==> src/rtl/cla_seq_pkg.sv <==
// ---------------------------------------------------------------------------
// cla_seq_pkg
// Shared definitions for the nibble-serial carry-look-ahead adder.
//   NIBBLE_W        : width of the time-shared CLA slice
//   cla_seq_state_t : sequencer states (IDLE, RUN, DONE)
// ---------------------------------------------------------------------------
package cla_seq_pkg;

   localparam int NIBBLE_W = 4;

   typedef enum logic [1:0] {
      IDLE = 2'd0,
      RUN  = 2'd1,
      DONE = 2'd2
   } cla_seq_state_t;

endpackage : cla_seq_pkg

==> src/rtl/cla4_slice.sv <==
// ---------------------------------------------------------------------------
// cla4_slice
// Purely combinational 4-bit carry-look-ahead adder. Every carry is written
// as a flat sum of products of generate/propagate terms so no carry depends
// on a previously computed carry.
// Ports:
//   a, b   [3:0] in  : operand nibbles
//   cin          in  : carry into bit 0
//   sum    [3:0] out : a + b + cin (low 4 bits)
//   cout         out : carry out of bit 3
//   c3           out : carry into bit 3 (used for signed overflow)
// ---------------------------------------------------------------------------
module cla4_slice
   import cla_seq_pkg::*;
(
   input  logic [NIBBLE_W-1:0] a,
   input  logic [NIBBLE_W-1:0] b,
   input  logic                cin,
   output logic [NIBBLE_W-1:0] sum,
   output logic                cout,
   output logic                c3
);

   logic [NIBBLE_W-1:0] p;
   logic [NIBBLE_W-1:0] g;
   logic                c1;
   logic                c2;

   assign p = a ^ b;
   assign g = a & b;

   assign c1   = g[0] | (p[0] & cin);
   assign c2   = g[1] | (p[1] & g[0]) | (p[1] & p[0] & cin);
   assign c3   = g[2] | (p[2] & g[1]) | (p[2] & p[1] & g[0])
               | (p[2] & p[1] & p[0] & cin);
   assign cout = g[3] | (p[3] & g[2]) | (p[3] & p[2] & g[1])
               | (p[3] & p[2] & p[1] & g[0])
               | (p[3] & p[2] & p[1] & p[0] & cin);

   assign sum = p ^ {c3, c2, c1, cin};

endmodule : cla4_slice

==> src/rtl/cla_nibble_seq_adder.sv <==
// ---------------------------------------------------------------------------
// cla_nibble_seq_adder
// Adds two WIDTH-bit operands by pushing them through a single 4-bit CLA
// slice one nibble per clock, LSB nibble first. The carry between nibbles
// lives in a register. Result appears NIBBLES cycles after the accept edge.
//
// Optional build macro: CLA_SEQ_OVERFLOW_FLAG_EN adds the 'ovf' output
// (two's-complement signed overflow, valid with out_valid).
//
// Ports:
//   clk, rst        : rising-edge clock, asynchronous active-high reset
//   in_valid/ready  : operand handshake (in_ready high only in IDLE)
//   a, b, cin       : operands and carry into the LSB
//   out_valid/ready : result handshake
//   sum, cout       : registered result and carry out of the MSB
//   busy            : high while in RUN or DONE
//   ovf             : signed overflow (only with CLA_SEQ_OVERFLOW_FLAG_EN)
// ---------------------------------------------------------------------------
module cla_nibble_seq_adder
   import cla_seq_pkg::*;
#(
   parameter int WIDTH = 16
) (
   input  logic             clk,
   input  logic             rst,
   input  logic             in_valid,
   output logic             in_ready,
   input  logic [WIDTH-1:0] a,
   input  logic [WIDTH-1:0] b,
   input  logic             cin,
   output logic             out_valid,
   input  logic             out_ready,
   output logic [WIDTH-1:0] sum,
   output logic             cout,
   output logic             busy
`ifdef CLA_SEQ_OVERFLOW_FLAG_EN
   ,
   output logic             ovf
`endif
);

   localparam int NIBBLES = WIDTH / NIBBLE_W;
   localparam int IDX_W   = (NIBBLES > 1) ? $clog2(NIBBLES) : 1;

   generate
      if ((WIDTH % NIBBLE_W) != 0 || WIDTH < NIBBLE_W) begin : g_bad_width
         $error("cla_nibble_seq_adder: WIDTH must be a multiple of 4 and >= 4");
      end
   endgenerate

   cla_seq_state_t      state;
   logic [IDX_W-1:0]    idx;
   logic                carry;
   logic [WIDTH-1:0]    a_reg;
   logic [WIDTH-1:0]    b_reg;

   logic [NIBBLE_W-1:0] slice_sum;
   logic                slice_cout;
   logic                slice_c3;

   cla4_slice u_slice (
      .a    (a_reg[NIBBLE_W-1:0]),
      .b    (b_reg[NIBBLE_W-1:0]),
      .cin  (carry),
      .sum  (slice_sum),
      .cout (slice_cout),
      .c3   (slice_c3)
   );

`ifndef CLA_SEQ_OVERFLOW_FLAG_EN
   // c3 only feeds the overflow flag, which this build omits.
   logic unused_c3;
   assign unused_c3 = slice_c3;
`endif

   always_ff @(posedge clk or posedge rst) begin
      if (rst) begin
         state     <= IDLE;
         in_ready  <= 1'b1;
         out_valid <= 1'b0;
         busy      <= 1'b0;
         sum       <= '0;
         cout      <= 1'b0;
         idx       <= '0;
         carry     <= 1'b0;
         a_reg     <= '0;
         b_reg     <= '0;
`ifdef CLA_SEQ_OVERFLOW_FLAG_EN
         ovf       <= 1'b0;
`endif
      end else begin
         case (state)
            IDLE: begin
               if (in_valid) begin
                  a_reg    <= a;
                  b_reg    <= b;
                  carry    <= cin;
                  idx      <= '0;
                  in_ready <= 1'b0;
                  busy     <= 1'b1;
                  state    <= RUN;
               end
            end

            RUN: begin
               sum[idx*NIBBLE_W +: NIBBLE_W] <= slice_sum;
               carry <= slice_cout;
               a_reg <= a_reg >> NIBBLE_W;
               b_reg <= b_reg >> NIBBLE_W;
               idx   <= idx + 1'b1;
               if (idx == IDX_W'(NIBBLES - 1)) begin
                  cout      <= slice_cout;
`ifdef CLA_SEQ_OVERFLOW_FLAG_EN
                  // Carry into the MSB differs from carry out of it.
                  ovf       <= slice_c3 ^ slice_cout;
`endif
                  out_valid <= 1'b1;
                  state     <= DONE;
               end
            end

            DONE: begin
               // in_ready stays low here, so a new operand is only taken
               // the cycle after the result handshake.
               if (out_ready) begin
                  out_valid <= 1'b0;
                  in_ready  <= 1'b1;
                  busy      <= 1'b0;
                  state     <= IDLE;
               end
            end

            default: begin
               state     <= IDLE;
               in_ready  <= 1'b1;
               out_valid <= 1'b0;
               busy      <= 1'b0;
            end
         endcase
      end
   end

endmodule : cla_nibble_seq_adder
==> config.mk <==
export PLATFORM = sky130hd
export DESIGN_NAME = cla_nibble_seq_adder
export DESIGN_NICKNAME = d
export VERILOG_FILES = /design/src/rtl/cla_seq_pkg.sv /design/src/rtl/cla4_slice.sv /design/src/rtl/cla_nibble_seq_adder.sv
export SDC_FILE = /design/constraint.sdc
export NUM_CORES = 1
export LEC_CHECK = 0
export CAP_MARGIN = 25
export CORE_MARGIN = 3
export CORE_UTILIZATION = 51
export CTS_CLUSTER_SIZE = 8
export DETAILED_ROUTE_END_ITERATION = 8
export GPL_ROUTABILITY_DRIVEN = 1
export PLACE_DENSITY = 0.79
export SETUP_SLACK_MARGIN = 0.05
export SYNTH_ARGS = -nofsm -noshare
export SYNTH_HDL_FRONTEND = slang
export SYNTH_HIERARCHICAL = 1
export SYNTH_SLANG_ARGS = --single-unit
==> constraint.sdc <==
create_clock -name clk -period 2.3 [get_ports clk]
set_input_delay 0.575 -clock clk [delete_from_list [all_inputs] [get_ports clk]]
set_output_delay 0.575 -clock clk [all_outputs]
set_load 0.05 [all_outputs]
; Word level (Yosys, flattened, before mapping)
; Index checks and enable logic that the tools add are counted.
[word_totals]
regBits = 57
input_bits = 37
[op_classes]
n_mux = 21
bitwise = 31
eq_ne = 6
n_addsub = 2
n_reduce_logical = 7
shifts = 2
[ops]
columns = op, n
row1 = $pmux W16 S2, 2
row2 = $neg A4 Y34, 1
row3 = $shift A4 B34 Y16 const A, 1
row4 = $shiftx A4 B34 Y16, 1
row5 = $mux W16, 2
row6 = $and A1 B1 Y1, 16
row7 = $bwmux W16, 1
row8 = $or A1 B1 Y1, 10
row9 = $pmux W1 S3, 3
row10 = $reduce_and A3 Y1, 3
row11 = $mux W2, 4
row12 = $xor A4 B4 Y4, 2
row13 = $mux W1, 6
row14 = $ne A2 B2 Y1 const B, 3
row15 = $pmux W2 S3, 1
row16 = $and A4 B4 Y4, 1
row17 = $eq A2 B2 Y1 const B, 2
row18 = $pmux W2 S2, 1
row19 = $reduce_and A2 Y1, 2
row20 = $add A2 B1 Y2 const B, 1
row21 = $eq A2 B1 Y1 const B, 1
row22 = $logic_not A2 Y1, 1
row23 = $not A1 Y1, 2
row24 = $pmux W1 S2, 1
row25 = $reduce_bool A2 Y1, 1

; Depth between registers and ports, before layout
[logic_depth]
ltp_word = 8
ltp_mapped = 6
mapped_depth_nobuf = 6

; Hierarchy
; The synthesis kept the hierarchy.
[modules_own_cells]
columns = module, n_inst, cells_each, area_per_inst_um2, seq_area_each_um2
row1 = cla_nibble_seq_adder, 1, 269, 2643.8, 1427.6
row2 = cla4_slice, 1, 18, 155.1, 0.0

; Worst setup path after synthesis
; No wires, ideal clock.
[synth_path]
path_kind = register to register
from = register idx[0]
to = register sum[12]
path_slack_ns = 0.595
t_arrival_ns = 1.640
path_stages_with_launch = 6
synth_period_minus_slack_ns = 1.705
path_cell_list = dfrtp_1 inv_1 ha_1 or3b_4 nor4_4 a22o_2
[synth_between]
elab_chain_cells = 3
word_cells_on_any_way = 4
[synth_rtl]
columns = item, line_no
row1 = "start, declared", cla_nibble_seq_adder.sv:52  ; logic [IDX_W-1:0] idx;
row2 = "start signal, assigned", cla_nibble_seq_adder.sv:110  ; idx <= idx + 1'b1;
row3 = $neg A4 Y34 *, cla_nibble_seq_adder.sv:106  ; sum[idx*NIBBLE_W +: NIBBLE_W] <= slice_sum;
row4 = $shiftx A4 B34 Y16 / $shift A4 B34 Y16 (equally long branches), cla_nibble_seq_adder.sv:106
row5 = $bwmux W16 *, cla_nibble_seq_adder.sv:106
row6 = "end signal, assigned by index", cla_nibble_seq_adder.sv:106
row7 = "end, declared", cla_nibble_seq_adder.sv:33  ; output logic [WIDTH-1:0] sum,
; Every way passes the cells marked *; elsewhere a longest branch is shown, timed or not.
; A chain may end at the register's enable or synchronous reset.

; Worst setup path after layout
[layout_path]
from = register busy
to = output busy
[layout_lines]
columns = item, line_no
row1 = "start, declared", cla_nibble_seq_adder.sv:35  ; output logic busy
row2 = "start signal, assigned", cla_nibble_seq_adder.sv:81  ; busy <= 1'b0;
row3 = "start signal, assigned", cla_nibble_seq_adder.sv:100  ; busy <= 1'b1;
row4 = "start signal, assigned", cla_nibble_seq_adder.sv:128  ; busy <= 1'b0;
; No word-level cell between the ends.

==> results_dict.tcl <==
set metrics [dict create \
    setup_violations 0 \
    grt_pass1_wl_um 11000 \
    placed_cells 401 \
    grt_max_degree 58 \
    die_area_um2 6410 \
    yosys_warnings 6 \
    post-route-period-util_pct 91.1 \
    max_freq_mhz 477 \
    clock_sinks 57 \
    synth_area_leader_cell "dfrtp_1" \
    routed_wirelength_um 6460 \
    wire_per_inst_um 15.5 \
    drive_gt1_share_pct 10.4 \
    post_cts_buffers 0 \
    r2r_cells 5 \
    synth_edf_count 0 \
    port_buffers 56 \
    hpwl_um 4490 \
    outcome "finished clean" \
    grt_overflow 0 \
    slowest_delay_ns 0.81 \
    cts_hold_buf 0 \
    final_common_cell "nor3_1" \
    ir_worst_vdd_mv 0.720 \
    core-area_um2 5200 \
    met3_usage_pct 4.15 \
    initial_utilization_pct 53.8 \
    min_to "sum[11]" \
    power_leakage_nw 1.48 \
    final_max_slew_viol_count 0 \
    finalCriticalPeriod_ns 2.09 \
    hold_depth 2 \
    clk-insertion-delay-late_ns 0.34 \
    area_delta_synth_final_pct 28.8 \
    synth-async-reset-ratio_pct 100 \
    syn-num-nets 334 \
    cp-start-kind "register" \
    slew_headroom_pct 53.5 \
    drc_errors 0 \
    rsz0062_at_grt "no" \
    layout_setup_ws_ns 0.205 \
    use_met2_pct 35.2 \
    grt.busiest_layer "met2" \
    fin_skew_ns 0.00905 \
    hold_slack_ns 0.477 \
    cp_num_cells 1 \
    die_h_um 80.1 \
    cts_resized 1 \
    synth_cells 287 \
    crit_path_top_delay_cell "clkdlybuf4s50_1" \
    hold_viol 0 \
    clockBufferDepth 2 \
    p_total_mw 5.61 \
    critPathMaxFanout 3 \
    cp_data_arrival_time_ns 1.52 \
    seq_area_frac_synth_pct 51.0 \
    via_count 2398 \
    synth_seq_cells 57 \
    cp_top_family "buffers and inverters" \
    rrSetupSlack_ns 0.36 \
    place_ws_ns 0.244 \
    tns_ns 0 \
    first_global_vias 2351 \
    gr-usage-all-layers_pct 22.4 \
    cts_max_level 3 \
    diodes 0 \
    critPathKind "reg -> out" \
    layout_common_cells "60 x nor3_1, 55 x dfrtp_1, 55 x clkdlybuf4s50_1, 25 x nand2_1, 25 x o22ai_1" \
    crit_buf_inv 1 \
    antenna_found_initial 0 \
    clkTransAtPathRegs_ns 0.06 \
    dr.pass1.iters 4 \
    timing.rr.end "sum[10]" \
    reg2reg_from "idx[0]" \
    layout.nets 389 \
    die_width_um 80.1 \
    fillers 419 \
    gp_congestion 0.789 \
    required_ns 1.73 \
    cap_violations 0 \
    boundaryPins 57 \
    avgSynthCellArea_um2 9.75 \
    via_per_inst 5.75 \
    ys_types 38 \
    root_buffer "clkbuf_8" \
    yosys.area.top_type_share_pct 50.1 \
    drt_iter0_markers 135 \
    final_cells 417 \
    synth_flop_cell "dfrtp_1" \
    pwr_density_cell_nw_per_um2 1560 \
    fp-row-count 26 \
    final_antenna_net_count 0 \
    end_kind "primary output" \
    cts_tree "done" \
    synth.area.top_cells "dfrtp_1 50%, nor3_1 11%, o22ai_1 5.6%, ha_1 4.0%, o21ai_0 3.6%" \
    synth_area_um2 2800 \
    multiInputGateArea_um2 1240 \
    grt_use_met1_pct 29.8 \
    cts_buffers 9 \
    worst_pin_slew_ns 0.687 \
    min_path_type "reg -> reg" \
    cp_cell_sequence "clkdlybuf4s50_1" \
    regArea_um2 1430 \
    min_from "sum[11]" \
]
per-layer routing:
layer | share of wire (%) | routed length (um)
met2 | 49 | 3150
met5 | 0 | 0
met3 | 6.7 | 434
met1 | 43 | 2810
met4 | 1.1 | 69
synthesized netlist by cell type, types with 2 or more instances:
library cell  instances
inv_1                 9
buf_4                 5
nand3b_1              2
o2bb2ai_1             5
nand3_1               5
buf_2                 4
ha_1                  9
o21ai_0              20
xor2_1                2
dfrtp_1              56
o22ai_1              25
clkbuf_1             10
a22o_1                4
nand2b_1              4
nand2_1              25
a21oi_1               3
nor2_1               12
nor3_1               60
a22o_2                4
o32ai_1               5
metrics by stage:
step / utilization [%] / instance area [um^2]
floorplan: - / 2800
global placement: 65.7 / 3420
detailed placement: 65.7 / 3420
CTS: 69.3 / 3610
global route: 69.3 / 3610
finish: 69.3 / 3610
cell families after synthesis:
group / count (synthesis) / synth area share (%)
buf+inv: 29 / 4.74
xor+xnor: 3 / 0.939
fa+ha+maj: 10 / 4.74
compound gates: 72 / 17.5
simple gates: 115 / 20.7
flops: 57 / 51.0
mux: 1 / 0.402
how the worst max path moves through the flow:
stage | start | endpoint | slack [ns]
after floorplan | rst | a_reg[0] | 0.33
after global placement | in_valid | in_ready | 0.31
after detailed placement | in_valid | b_reg[14] | 0.24
after CTS | busy | busy | 0.19
after global routing | idx[0] | sum[9] | 0.11
final | busy | busy | 0.21
power by group:
group / leakage, nW / total [mW] / internal, mW / switching, mW
clock: 0.0974 / 0.907 / 0.527 / 0.379
sequential: 0.707 / 1.83 / 1.46 / 0.372
combinational: 0.674 / 2.87 / 1.06 / 1.81
area by class of cell:
type	count	area share, %
Clock buffer	13	4.13
Timing Repair Buffer	63	17.3
Multi-Input combinational cell	201	34.4
Clock inverter	3	1.11
Sequential cell	57	39.6
Inverter	10	1.04
Tap cell	70	2.43
(Power assumes the default switching activity.)
